`config.mk`:
```
export PLATFORM = sky130hd
export DESIGN_NAME = tlb_replace_ctrl
export DESIGN_NICKNAME = d
export VERILOG_FILES = /design/src/rtl/tlb_repl_pkg.sv /design/src/rtl/plru_tree.sv /design/src/rtl/tlb_replace_ctrl.sv
export SDC_FILE = /design/constraint.sdc
export NUM_CORES = 1
export LEC_CHECK = 0
export BUFFER_PORTS_ARGS = -buffer_cell sky130_fd_sc_hd__buf_2
export CAP_MARGIN = 20
export CORE_MARGIN = 3
export CORE_UTILIZATION = 45
export CTS_CLUSTER_DIAMETER = 150
export DETAILED_ROUTE_END_ITERATION = 16
export PLACE_DENSITY = 0.75
export SYNTH_ARGS = -nofsm -noshare
export SYNTH_HDL_FRONTEND = slang
export SYNTH_SLANG_ARGS = --single-unit
```
`constraint.sdc`:
```
create_clock -name clk -period 3.1 [get_ports clk]
set_clock_uncertainty 0.05 [all_clocks]
set_input_delay 0.465 -clock clk [delete_from_list [all_inputs] [get_ports clk]]
set_output_delay 0.465 -clock clk [all_outputs]
set_load 0.02 [all_outputs]
```
`src/rtl/tlb_repl_pkg.sv`:
```
`default_nettype none
// ============================================================================
// Module   : tlb_repl_pkg
// Brief    : Shared types and tree-PLRU helper functions for the TLB
//            replacement controller. The walk/touch helpers operate on a
//            maximum-size tree vector so any ENTRIES from 2 to 64 can use them.
// Revision : 1.0 - initial release
// ============================================================================
package tlb_repl_pkg;

  localparam int unsigned c_ENTRIES_DEF = 8;
  localparam int unsigned c_MAX_IDX_W   = 6;
  localparam int unsigned c_MAX_NODES   = 63;

  typedef enum logic [0:0] {
    IDLE = 1'b0,
    ACK  = 1'b1
  } repl_state_e;

  // Slot index width for a given slot count.
  function automatic int unsigned idx_w(input int unsigned entries);
    return $clog2(entries);
  endfunction

  // Follow the tree bits from the root down to a leaf; the leaf heap number
  // minus the slot count is the victim slot.
  function automatic logic [c_MAX_IDX_W-1:0] plru_walk(
    input logic [c_MAX_NODES-1:0] tree,
    input int unsigned            iw
  );
    int unsigned n;
    n = 1;
    for (int unsigned d = 0; d < c_MAX_IDX_W; d++) begin
      if (d < iw) begin
        n = (n << 1) | {31'b0, tree[n-1]};
      end
    end
    return c_MAX_IDX_W'(n - (32'd1 << iw));
  endfunction

  // Point every node on the path to slot idx away from that slot.
  function automatic logic [c_MAX_NODES-1:0] plru_touch(
    input logic [c_MAX_NODES-1:0] tree,
    input logic [c_MAX_IDX_W-1:0] idx,
    input int unsigned            iw
  );
    logic [c_MAX_NODES-1:0] t;
    int unsigned            n;
    logic                   dir;
    t = tree;
    n = 1;
    for (int unsigned d = 0; d < c_MAX_IDX_W; d++) begin
      if (d < iw) begin
        dir      = idx[iw-1-d];
        t[n-1]   = ~dir;
        n        = (n << 1) | {31'b0, dir};
      end
    end
    return t;
  endfunction

endpackage
`default_nettype wire

```
`src/rtl/plru_tree.sv`:
```
`default_nettype none
// ============================================================================
// Module   : plru_tree
// Brief    : Pure combinational tree-PLRU slice: reports the victim of the
//            incoming tree and the tree after touching i_touch_idx.
// Revision : 1.0 - initial release
// ============================================================================
module plru_tree
  import tlb_repl_pkg::*;
#(
  parameter  int unsigned ENTRIES = c_ENTRIES_DEF,
  localparam int unsigned IDX_W   = idx_w(ENTRIES),
  localparam int unsigned NODES   = ENTRIES - 1
) (
  input  logic [NODES-1:0] i_tree,
  input  logic [IDX_W-1:0] i_touch_idx,
  output logic [IDX_W-1:0] o_victim_idx,
  output logic [NODES-1:0] o_next_tree
);

  // Widen to the package's maximum tree size, evaluate, and narrow back.
  always_comb begin
    o_victim_idx = IDX_W'(plru_walk(c_MAX_NODES'(i_tree), IDX_W));
    o_next_tree  = NODES'(plru_touch(c_MAX_NODES'(i_tree),
                                     c_MAX_IDX_W'(i_touch_idx), IDX_W));
  end

endmodule
`default_nettype wire

```
`src/rtl/tlb_replace_ctrl.sv`:
```
`default_nettype none
// ============================================================================
// Module   : tlb_replace_ctrl
// Brief    : Replacement controller for a fully-associative TLB. Owns the
//            per-slot valid bits and tree-PLRU state, grants victim slots
//            (lowest invalid slot first, else the PLRU victim) and applies
//            single-slot and global flushes.
//            Optional feature macro: ENTRY_LOCK_EN (adds lock_mask/alloc_err).
// Revision : 1.0 - initial release
// ============================================================================
module tlb_replace_ctrl
  import tlb_repl_pkg::*;
#(
  parameter  int unsigned ENTRIES = c_ENTRIES_DEF,
  localparam int unsigned IDX_W   = idx_w(ENTRIES),
  localparam int unsigned NODES   = ENTRIES - 1
) (
  input  logic               clk,
  input  logic               reset,
  input  logic               touch_valid,
  input  logic [IDX_W-1:0]   touch_idx,
  input  logic               alloc_req,
  output logic               alloc_ready,
  output logic               alloc_ack,
  output logic [IDX_W-1:0]   alloc_idx,
  output logic               alloc_evict,
  input  logic               flush_all,
  input  logic               flush_valid,
  input  logic [IDX_W-1:0]   flush_idx,
  output logic [ENTRIES-1:0] valid,
  output logic [NODES-1:0]   plru_state
`ifdef ENTRY_LOCK_EN
  ,
  input  logic [ENTRIES-1:0] lock_mask,
  output logic               alloc_err
`endif
);

  repl_state_e        r_state, w_state_next;
  logic [ENTRIES-1:0] r_valid, w_valid_next;
  logic [NODES-1:0]   r_plru, w_plru_next;
  logic               r_ack, r_evict;
  logic [IDX_W-1:0]   r_idx;
  logic               w_grant, w_commit, w_err;
  logic [IDX_W-1:0]   w_victim, w_plru_victim, w_free_idx;
  logic               w_free_any;
  logic [NODES-1:0]   w_touch_tree, w_lookup_tree, w_alloc_tree;
  logic [IDX_W-1:0]   w_unused_alloc_victim;

  // Lookup touch is evaluated on the current tree; its victim is the PLRU pick.
  plru_tree #(.ENTRIES(ENTRIES)) u_tree_lookup (
    .i_tree       (r_plru),
    .i_touch_idx  (touch_idx),
    .o_victim_idx (w_plru_victim),
    .o_next_tree  (w_touch_tree)
  );

  assign w_lookup_tree = touch_valid ? w_touch_tree : r_plru;

  // Alloc touch is chained after the lookup touch so shared nodes follow the alloc.
  plru_tree #(.ENTRIES(ENTRIES)) u_tree_alloc (
    .i_tree       (w_lookup_tree),
    .i_touch_idx  (w_victim),
    .o_victim_idx (w_unused_alloc_victim),
    .o_next_tree  (w_alloc_tree)
  );

  // Lowest-index invalid slot.
  always_comb begin
    w_free_any = 1'b0;
    w_free_idx = '0;
    for (int i = ENTRIES - 1; i >= 0; i--) begin
      if (!r_valid[i]) begin
        w_free_any = 1'b1;
        w_free_idx = IDX_W'(i);
      end
    end
  end

`ifdef ENTRY_LOCK_EN
  logic [ENTRIES-1:0] w_elig;
  logic               w_elig_any;
  logic [IDX_W-1:0]   w_elig_idx;

  assign w_elig = ~(lock_mask & r_valid);

  // Lowest-index slot that is not both locked and valid.
  always_comb begin
    w_elig_any = 1'b0;
    w_elig_idx = '0;
    for (int i = ENTRIES - 1; i >= 0; i--) begin
      if (w_elig[i]) begin
        w_elig_any = 1'b1;
        w_elig_idx = IDX_W'(i);
      end
    end
  end

  // Victim choice: free slot, else unlocked PLRU victim, else lowest unlocked.
  always_comb begin
    w_err    = 1'b0;
    w_victim = w_plru_victim;
    if (w_free_any) begin
      w_victim = w_free_idx;
    end else if (w_elig[w_plru_victim]) begin
      w_victim = w_plru_victim;
    end else if (w_elig_any) begin
      w_victim = w_elig_idx;
    end else begin
      w_err = 1'b1;
    end
  end
`else
  // Victim choice: free slot first, else the PLRU victim.
  always_comb begin
    w_err    = 1'b0;
    w_victim = w_free_any ? w_free_idx : w_plru_victim;
  end
`endif

  // FSM next state; a grant is only possible from IDLE.
  always_comb begin
    w_state_next = r_state;
    w_grant      = 1'b0;
    alloc_ready  = 1'b0;
    case (r_state)
      IDLE: begin
        alloc_ready = 1'b1;
        if (alloc_req) begin
          w_grant      = 1'b1;
          w_state_next = ACK;
        end
      end
      ACK:     w_state_next = IDLE;
      default: w_state_next = IDLE;
    endcase
  end

  assign w_commit = w_grant & ~w_err;

  // Valid update with priority flush_all > flush_valid > alloc set.
  always_comb begin
    w_valid_next = r_valid;
    if (w_commit) begin
      w_valid_next[w_victim] = 1'b1;
    end
    if (flush_valid) begin
      w_valid_next[flush_idx] = 1'b0;
    end
    if (flush_all) begin
`ifdef ENTRY_LOCK_EN
      w_valid_next = w_valid_next & lock_mask;
`else
      w_valid_next = '0;
`endif
    end
  end

  // PLRU update: lookup touch, then the alloc touch on top of it.
  always_comb begin
    w_plru_next = w_commit ? w_alloc_tree : w_lookup_tree;
  end

  // State, valid, PLRU and grant registers.
  always_ff @(posedge clk) begin
    if (reset) begin
      r_state <= IDLE;
      r_valid <= '0;
      r_plru  <= '0;
      r_ack   <= 1'b0;
      r_idx   <= '0;
      r_evict <= 1'b0;
    end else begin
      r_state <= w_state_next;
      r_valid <= w_valid_next;
      r_plru  <= w_plru_next;
      r_ack   <= w_grant;
      if (w_grant) begin
        r_idx   <= w_victim;
        r_evict <= w_commit & r_valid[w_victim];
      end
    end
  end

`ifdef ENTRY_LOCK_EN
  logic r_err;

  // Error flag accompanies an ack when no slot could be granted.
  always_ff @(posedge clk) begin
    if (reset) begin
      r_err <= 1'b0;
    end else begin
      r_err <= w_grant & w_err;
    end
  end

  assign alloc_err = r_err;
`endif

  assign alloc_ack   = r_ack;
  assign alloc_idx   = r_idx;
  assign alloc_evict = r_evict;
  assign valid       = r_valid;
  assign plru_state  = r_plru;

endmodule
`default_nettype wire
```
# Word-level counts from Yosys, hierarchy flattened
# Cells that the tools add are included.
# Widths: inputs -> output; s select.
# totals
mem_bits_ro,0
output_inout_bits,21
ram_bits,0
latch_bits,0
in_bits,12
mem_count,0
ff_bits,21
word_cells,98
# classes
shifts,0
add_sub_neg,7
multipliers,0
reduce_logical,8
n_bitwise,15
muxes,47
eq_ne,0
magnitude_cmp,14
div,0
# op_table
cell,n
$bwmux 63,4
$lt 32x7->1 const B,6
$ge 32x1->1 const B,4
$sub 32x1->32 const B,2
$mux 3,9
$demux 1 s6,4
$mux 1,20
$mux 8,2
$mux 7,2
$bmux 1 s6,2
$or 3x1->3,4
$sub 2x1->3 const B,3
$and 8x8->8,1
$lt 3x4->1 const B,2
$not 8->8,1
$or 8x8->8,1
$not 1->1,7
$demux 1 s3,2
$ge 3x1->1 const B,2
$logic_and 1x1->1,6
$sub 3x1->4 const B,1
$bmux 1 s3,1
$sub 3x1->3 const B,1
$pmux 1 s2,1
3 further kinds,3

# Longest topological paths before layout
# Gate-level depths: netlist of the first run.
# depth
ltp_word,18
mapped_depth,8
ltp_nobuf,8

# Cells and area by module
# A second synthesis of the first run with hierarchy kept.
# hier_totals
cells_unflattened,194
hier_area_um2,1544.0
# by_module_without_submodules
mod,cells_per_inst,n_inst,area_per_inst_um2,seq_area_each_um2
tlb_replace_ctrl,126,1,1038.5,400.4
plru_tree,34,2,252.7,0.0

# Worst setup path before layout of the first run
# No wires, ideal clock.
# synth_timing
path_type,register -> register
startpoint,register r_plru[0] (netlist: plru_state[0])
endpoint,register r_plru[1] (netlist: plru_state[1])
slack_ns,1.001
required_time_ns,2.920
setup_time_ns,0.130
period_less_slack_ns,2.099
arrival_time_ns,1.918
n_path_buf,0
stages_incl_launch_ff,7
path_cell_list,dfxtp_1 > mux2_2 > o21a_1 > o21ai_2 > ha_1 > a2111oi_0 > o31ai_1
# synth_between
elab_chain_cells,18
word_cells_on_any_way,28
classes_between,add/sub (5); order compare (4); mux (12); bitwise (5); reduce/logical (2)
# synth_lines
element,line,rtl
from (decl),tlb_replace_ctrl.sv:41,"logic [NODES-1:0] r_plru, w_plru_next;"
from (signal assigned),tlb_replace_ctrl.sv:176,r_plru <= w_plru_next;
$sub 2x1->3,tlb_repl_pkg.sv:35,"n = (n << 1) | {31'b0, tree[n-1]};"
$bmux 1 s6,tlb_repl_pkg.sv:35,
$mux 1 (not written as such),tlb_repl_pkg.sv:35,
$or 3x1->3,tlb_repl_pkg.sv:35,
$sub 3x1->4,tlb_repl_pkg.sv:35,
$bmux 1 s6,tlb_repl_pkg.sv:35,
$mux 1 (not written as such),tlb_repl_pkg.sv:35,
$or 3x1->3 *,tlb_repl_pkg.sv:35,
[2 not listed],--,
$or 3x1->3 / $sub 2x1->3 (equally long branches),"tlb_repl_pkg.sv:56, tlb_repl_pkg.sv:55",
$sub 32x1->32 (tied with other cells),tlb_repl_pkg.sv:55,t[n-1] = ~dir;
$ge 32x1->1 (not written as such) (tied with other cells),tlb_repl_pkg.sv:55,
$logic_and 1x1->1 (not written as such) / $mux 1 (equally long branches),tlb_repl_pkg.sv:55,
$mux 1 (not written as such) / $demux 1 s6 (equally long branches),--,
$demux 1 s6 / $bwmux 63 (equally long branches),tlb_repl_pkg.sv:55,
$bwmux 63 *,tlb_repl_pkg.sv:55,
$mux 7 *,tlb_replace_ctrl.sv:161,w_plru_next = w_commit ? w_alloc_tree : w_lookup_tree;
# Mark *: on every way between the ends. The rest lies on a longest branch, timed or not. The select of a mux whose other input is x is not followed.
# A chain may end at the register's enable or synchronous reset.

# Worst setup path after layout of the first run
# Ends and elaborated chain as after synthesis.

==> reports/qor.csv, run 1 <==
stage,metric,value,unit
power,Comb pwr share,0.175,
setup_path,FF-to-FF setup slack,0.96,ns
synthesis,area share of the largest cell type after synthesis,0.330,
hold_path,hold depth,2,
power,worst vdd ir,0.223,mV
clocking,clock slew at reported path FFs,0.13,ns
floorplanning,Die Height,57.9,um
clocking,postcts setup bufs,0,
sta,setup TNS,0,ns
routing,post-route ant nets,0,
synthesis,Post-synth ARST share,0,
clocking,worst-skew pair later-pin latency,0.31,ns
clocking,H-tree levels,1,
floorplanning,I/O pin count,33,
setup_path,crit path cell chain,"mux2_2, o21a_1, o21ai_2, ha_1, a2111oi_0, o31ai_1",
setup_path,CP max FO,7,
final_layout,share of layout cells above drive strength 1,0.284,
sta,f_max,467,MHz
floorplanning,Initial Util,0.481,
synthesis,"top cells by area, synth","dfxtp_1 33%, ha_1 7.2%, a21oi_1 4.5%, o221a_2 3.7%, o31ai_1 3.7%",
setup_path,critical path arrival,2.29,ns
clocking,CTS Sinks,20,
setup_path,max incr delay on CP,0.46,ns
synthesis,library cells used by synthesis,43,
sta,worst slew pin tran,0.522,ns
sta,Worst slew margin,0.650,
power,P per Cell Area,370,mW/mm^2
power,leakage,0.655,nW
hold_path,hold path startpoint,alloc_idx[1]$_SDFFE_PP0P_,
run,maxcap violations,0,
routing,drt drc,0,
global_routing,first-pass GRT wire length,5220,um
routing,DR vias,1200,
global_routing,GR Layer Usage met2,0.332,
clocking,Root Buffer,clkbuf_4,
final_layout,area growth from synthesis to layout,18.4,%
synthesis,Post-synth EDFFs,0,
setup_path,Crit Path Class,flip-flop to flip-flop,
final_layout,Diodes inserted,0,
clocking,CTS buffer count,3,
clocking,CTS tree,yes,
setup_path,reg2reg start,plru_state[0]$_SDFFE_PP0P_,
global_routing,gr busiest metal,met2,
clocking,Max clock buf depth,2,
hold_path,HP Class,flip-flop to flip-flop,
synthesis,"count leader, synth",dfxtp_1,
setup_path,Critical-path top delay cell,dfxtp_1,
power,Clock Power Share,0.306,
synthesis,top_reg_cell synth,dfxtp_1,
setup_path,Worst R2R End,plru_state[1]$_SDFF_PP0_,
sta,Worst Hold Slack,0.414,ns
sta,Final Critical Period,2.14,ns
power,P_int,0.000373,W
synthesis,Mean Syn Cell Area,8.92,um^2
setup_path,crit start category,flip-flop,
global_routing,grt ovf,0,
setup_path,CP Data Required Time,3.25,ns
clocking,CTS Hold Bufs,0,
global_routing,grt met3 use,0.0200,
routing,Wirelength per Cell,15.4,um
power,NetSw,0.000158,W
clocking,post_cts resized,0,
global_routing,largest net degree at the start of global routing,14,
final_layout,final instance area,0.00144,mm^2
synthesis,synth cell count leaders,"20 x dfxtp_1, 11 x a21oi_1, 10 x inv_1",
sta,RSZ-0062 raised after global routing,false,
placed_design,HPWL reported at the end of detailed placement,2360,um
setup_path,nature of the critical path endpoint,flip-flop,
placed_design,Placed Area,0.00140,mm^2
final_layout,Final nets,189,
synthesis,#FFs+latches synth,20,
routing,DR iter-0 viols,52,
synthesis,"Seq/Total Area, Yosys",0.330,
floorplanning,core footprint,0.00252,mm^2
placed_design,I/O Buffers,32,
global_routing,initial antenna violation count,0,
final_layout,Layout Utilization,0.569,
power,Reg power frac,0.519,
global_routing,met1 usage,0.261,
sta,period utilisation layout,0.691,
synthesis,"Cell Area, Synth",0.00121,mm^2
placed_design,placer congestion estimate,0.884,
hold_path,Worst Hold End,alloc_idx[1]$_SDFFE_PP0P_,
setup_path,Worst R2R Path Depth,6,
global_routing,GRT Util Overall,0.195,
synthesis,cells after synthesis,136,
run_status,outcome,"finished, final reports clean",
routing,drt first pass iters,4,
power,switching share of power,0.298,
synthesis,synthesized netlist net count,155,
sta,Fin. Hold Viols,0,
floorplanning,Rows,18,
floorplanning,Die W,57.9,um
global_routing,number of global-route vias before repair,1159,
sta,Pins Over Slew Limit,0,
synthesis,Ys Warns,0,
routing,Post-Route WL,3070,um
setup_path,CP startpoint,plru_state[0]$_SDFFE_PP0P_,
sta,final setup violating endpoints,0,
floorplanning,die area,0.00336,mm^2
synthesis,"area leader, netlist",dfxtp_1,
routing,Vias/cell,6.03,
==> through the flow <==
step           setup slack [ns]  power [W]  std cells
6_report                  0.957   0.000532        199
5_1_grt                   0.761   0.000553        199
4_1_cts                   0.959   0.000529        199
3_5_place_dp              0.988   0.000374        195
3_3_place_gp               1.07   0.000372        195
2_1_floorplan              1.00   0.000341        136
==> logic make-up after synthesis <==
group	synth area share
adder cells (fa/ha/maj)	0.0722
buffers and inverters	0.0402
flip-flops	0.330
AO/OA/AOI/OAI	0.311
multiplexers	0.0515
AND/OR/NAND/NOR	0.195
==> worst max-delay path, delay by kind of cell (launching register included) <==
kind	cells	cell delay, ns
compound gates	4	0.89
flops	1	0.46
mux	1	0.38
fa+ha+maj	1	0.26
==> flip-flops by register name (all words and copies together) (netlist names) <==
| name | cells |
|---|---|
| alloc_idx | 3 |
| r_state | 1 |
| alloc_evict | 1 |
| plru_state | 7 |
| valid | 8 |
==> cell usage in the layout (no fill, tap or decap), types with 5 or more instances in the layout <==
| cell type | count |
|---|---|
| o31ai_1 | 6 |
| inv_1 | 10 |
| dfxtp_1 | 20 |
| nand3_1 | 5 |
| nand2_1 | 8 |
| nor2_1 | 7 |
| buf_2 | 32 |
| a21oi_1 | 11 |
| ha_1 | 7 |
==> layer usage <==
layer  routed length, um  vias to the layer above
met5                   0                        -
met4                   7                        0
met3                 153                        2
met2                1440                       34
met1                1470                      580
li1                    -                      584
==> final cells by class <==
type	instances	area (um^2)
clock buffer	4	36.3
fill	249	1090
inverter	10	37.5
multi-input combinational	103	764
sequential	20	400
tap	30	37.5
timing repair buffer	32	160
==> worst max-delay path by stage <==
stage	to	depth (start not counted)
global route	plru_state[1]$_SDFF_PP0_	6
global placement	plru_state[1]$_SDFF_PP0_	6
CTS	plru_state[1]$_SDFF_PP0_	6
floorplan	plru_state[1]$_SDFF_PP0_	6
finish	plru_state[1]$_SDFF_PP0_	6
detailed placement	plru_state[1]$_SDFF_PP0_	6
==> power by group through the flow <==
stage	Sequential (W)	Clock (W)	Combinational, W
3_5_place_dp	0.000282	0	0.0000925
4_1_cts	0.000276	0.000160	0.0000931
2_1_floorplan	0.000292	0	0.0000488
3_3_place_gp	0.000281	0	0.0000905
6_report	0.000276	0.000163	0.0000932
5_1_grt	0.000278	0.000173	0.000103
Note: power is estimated with default switching activity, not from simulation.
==> run 2: changes to the inputs <==
Clock period 3.1 ns to 2.1 ns, I/O delays scaled along.
==> run 2 against run 1 <==
Compared with the run above:
- core utilization rose by 1.2 points
- register-to-register slack got worse by 0.84 ns
- clock power rose by 39%
- design area rose by 2.2%
- maximum frequency rose by 7.9%
- sequential power rose by 47%
- worst setup slack got worse by 0.84 ns
- global-route usage fell by 1.3 points
- non-clock buffer count rose by 4
- worst hold slack got worse by 0.14 ns
- first-iteration DRC count fell by 33%
==> reports/qor.csv, run 2 (synthesized netlist as in run 1, its figures left out) <==
stage,metric,value,unit,change
sta,period utilisation layout,0.946,,+0.255
final_layout,# fillers,250,,+0.40%
placed_design,placer congestion estimate,0.879,,-0.53%
placed_design,I/O Buffers,32,,unchanged
sta,setup TNS,0,ns,unchanged
setup_path,max incr delay on CP,0.35,ns,-0.11 ns
hold_path,HP Class,input pin to flip-flop,,
hold_path,hold depth,2,,unchanged
setup_path,Critical path buffers and inverters,0,,unchanged
global_routing,grt ovf,0,,unchanged
final_layout,Final nets,193,,+2.1%
floorplanning,Rows,18,,unchanged
global_routing,GRT Util Overall,0.182,,-0.0131
routing,Wirelength per Cell,14.5,um,-6.1%
global_routing,first-pass GRT wire length,4870,um,-6.7%
setup_path,CP max FO,3,,-4
sta,final setup violating endpoints,0,,unchanged
floorplanning,Die Height,57.9,um,unchanged
setup_path,critical path depth in cells,6,,unchanged
setup_path,crit path cell chain,"mux2_2, o21a_1, o21ai_2, ha_1, a2111oi_1, o31ai_1",,
placed_design,Placed Area,0.00143,mm^2,+2.1%
sta,Final Critical Period,1.99,ns,-0.156 ns
clocking,CTS Sinks,20,,unchanged
routing,Vias/cell,5.80,,-3.8%
clocking,worst-skew pair later-pin latency,0.30,ns,about the same
placed_design,HPWL reported at the end of detailed placement,2380,um,+0.85%
setup_path,Worst R2R Path Depth,6,,unchanged
clocking,Max clock buf depth,2,,unchanged
sta,worst slew pin tran,0.452,ns,-0.0701 ns
final_layout,max FFs per register,8,,unchanged
sta,Worst Hold Slack,0.277,ns,-0.136 ns
clocking,clock slew at reported path FFs,0.12,ns,about the same
setup_path,Crit Path Class,flip-flop to flip-flop,,
final_layout,"most common cell after layout, fill and taps aside",buf_2,,
clocking,Root Buffer,clkbuf_4,,
final_layout,final instance area,0.00147,mm^2,+2.2%
power,P per Cell Area,525,mW/mm^2,+42%
sta,RSZ-0062 raised after global routing,false,,
floorplanning,I/O pin count,33,,unchanged
clocking,H-tree levels,1,,unchanged
sta,Pins Over Slew Limit,0,,unchanged
floorplanning,core footprint,0.00252,mm^2,unchanged
setup_path,"delay-heaviest family, CP",compound AO/OA/AOI/OAI gates,,
routing,DR iter-0 viols,35,,-33%
power,worst vdd ir,0.283,mV,+27%
clocking,CTS tree,yes,,
setup_path,Critical-path top delay cell,dfxtp_1,,
clocking,CTS Hold Bufs,0,,unchanged
sta,Worst slew margin,0.697,,+0.0469
clocking,CTS buffer count,3,,unchanged
run_status,outcome,"finished, final reports clean",,
sta,f_max,503,MHz,+7.9%
routing,DR vias,1177,,-1.9%
power,total power,0.000771,W,+45%
routing,Post-Route WL,2940,um,-4.2%
floorplanning,die area,0.00336,mm^2,unchanged
global_routing,initial antenna violation count,0,,unchanged
setup_path,critical path arrival,2.13,ns,-0.16 ns
global_routing,largest net degree at the start of global routing,14,,unchanged
final_layout,area growth from synthesis to layout,20.9,%,
final_layout,Diodes inserted,0,,unchanged
final_layout,share of layout cells above drive strength 1,0.301,,+0.0166
routing,post-route ant nets,0,,unchanged
final_layout,Layout Utilization,0.582,,+0.0124
setup_path,CP Data Required Time,2.25,ns,-1.00 ns
floorplanning,Initial Util,0.481,,unchanged
sta,Fin. Hold Viols,0,,unchanged
floorplanning,Die W,57.9,um,unchanged
setup_path,nature of the critical path endpoint,flip-flop,,
power,leakage,0.673,nW,+2.9%
run,maxcap violations,0,,unchanged
clocking,postcts setup bufs,0,,unchanged
final_layout,most frequent cells in the layout,"32 x buf_2, 20 x dfxtp_1, 11 x a21oi_1",,
global_routing,number of global-route vias before repair,1099,,-5.2%
routing,drt drc,0,,unchanged
routing,drt first pass iters,4,,unchanged
setup_path,crit start category,flip-flop,,
run 2: changes by cell type in the layout (fill, tap and decap cells not counted):
cell	previous run	this run
a2111oi_0	1	0
a2111oi_1	0	1
buf_4	0	4
run 2: worst paths after layout:
check,from,to,slack [ns]
setup / recovery,plru_state[0]$_SDFFE_PP0P_,plru_state[1]$_SDFF_PP0_,0.11
hold / removal,reset,alloc_evict$_SDFFE_PP0P_,0.28
setup reg to reg,plru_state[0]$_SDFFE_PP0P_,plru_state[1]$_SDFF_PP0_,0.11
hold reg to reg,alloc_idx[1]$_SDFFE_PP0P_,alloc_idx[1]$_SDFFE_PP0P_,0.41
run 2: cell type report:
type | count | area (um^2) | area share
Timing Repair Buffer | 36 | 190 | 0.130
Tap cell | 30 | 37.5 | 0.0256
Multi-Input combinational cell | 103 | 766 | 0.522
Clock buffer | 4 | 36.3 | 0.0247
Sequential cell | 20 | 400 | 0.273
Inverter | 10 | 37.5 | 0.0256
run 2: metrics by stage:
| step | cells | worst slack (ns) |
|---|---|---|
| after floorplan | 136 | 0.00136 |
| after global placement | 199 | 0.161 |
| after detailed placement | 199 | 0.0877 |
| after CTS | 203 | 0.0779 |
| after global routing | 203 | 0.00116 |
| final | 203 | 0.114 |
run 2: what timing repair did:
action,CTS,global route
resized for setup,0,1
setup endpoints to repair,0,1
hold endpoints to repair,0,0
run 2: power by group:
part / leakage [nW] / switching (W) / internal [W] / total, W
combinational: 0.489 / 0.0000857 / 0.0000540 / 0.000140
clock: 0.0210 / 0.000121 / 0.000106 / 0.000227
sequential: 0.163 / 0.0000119 / 0.000393 / 0.000405
total: 0.673 / 0.000218 / 0.000553 / 0.000771
run 2: worst reg2reg max path: stages (launching register included):
cell and delay, ns:
dfxtp_1 0.35, mux2_2 0.34, o21a_1 0.22, o21ai_2 0.18, ha_1 0.26, a2111oi_1 0.35, o31ai_1 0.12
run 2: routing by layer:
layer	vias up	GRT usage	wire (um)
met5	-	0	0
met3	4	0.0290	160
met4	0	0.0497	25
met1	548	0.236	1350
met2	34	0.315	1400
li1	591	-	-
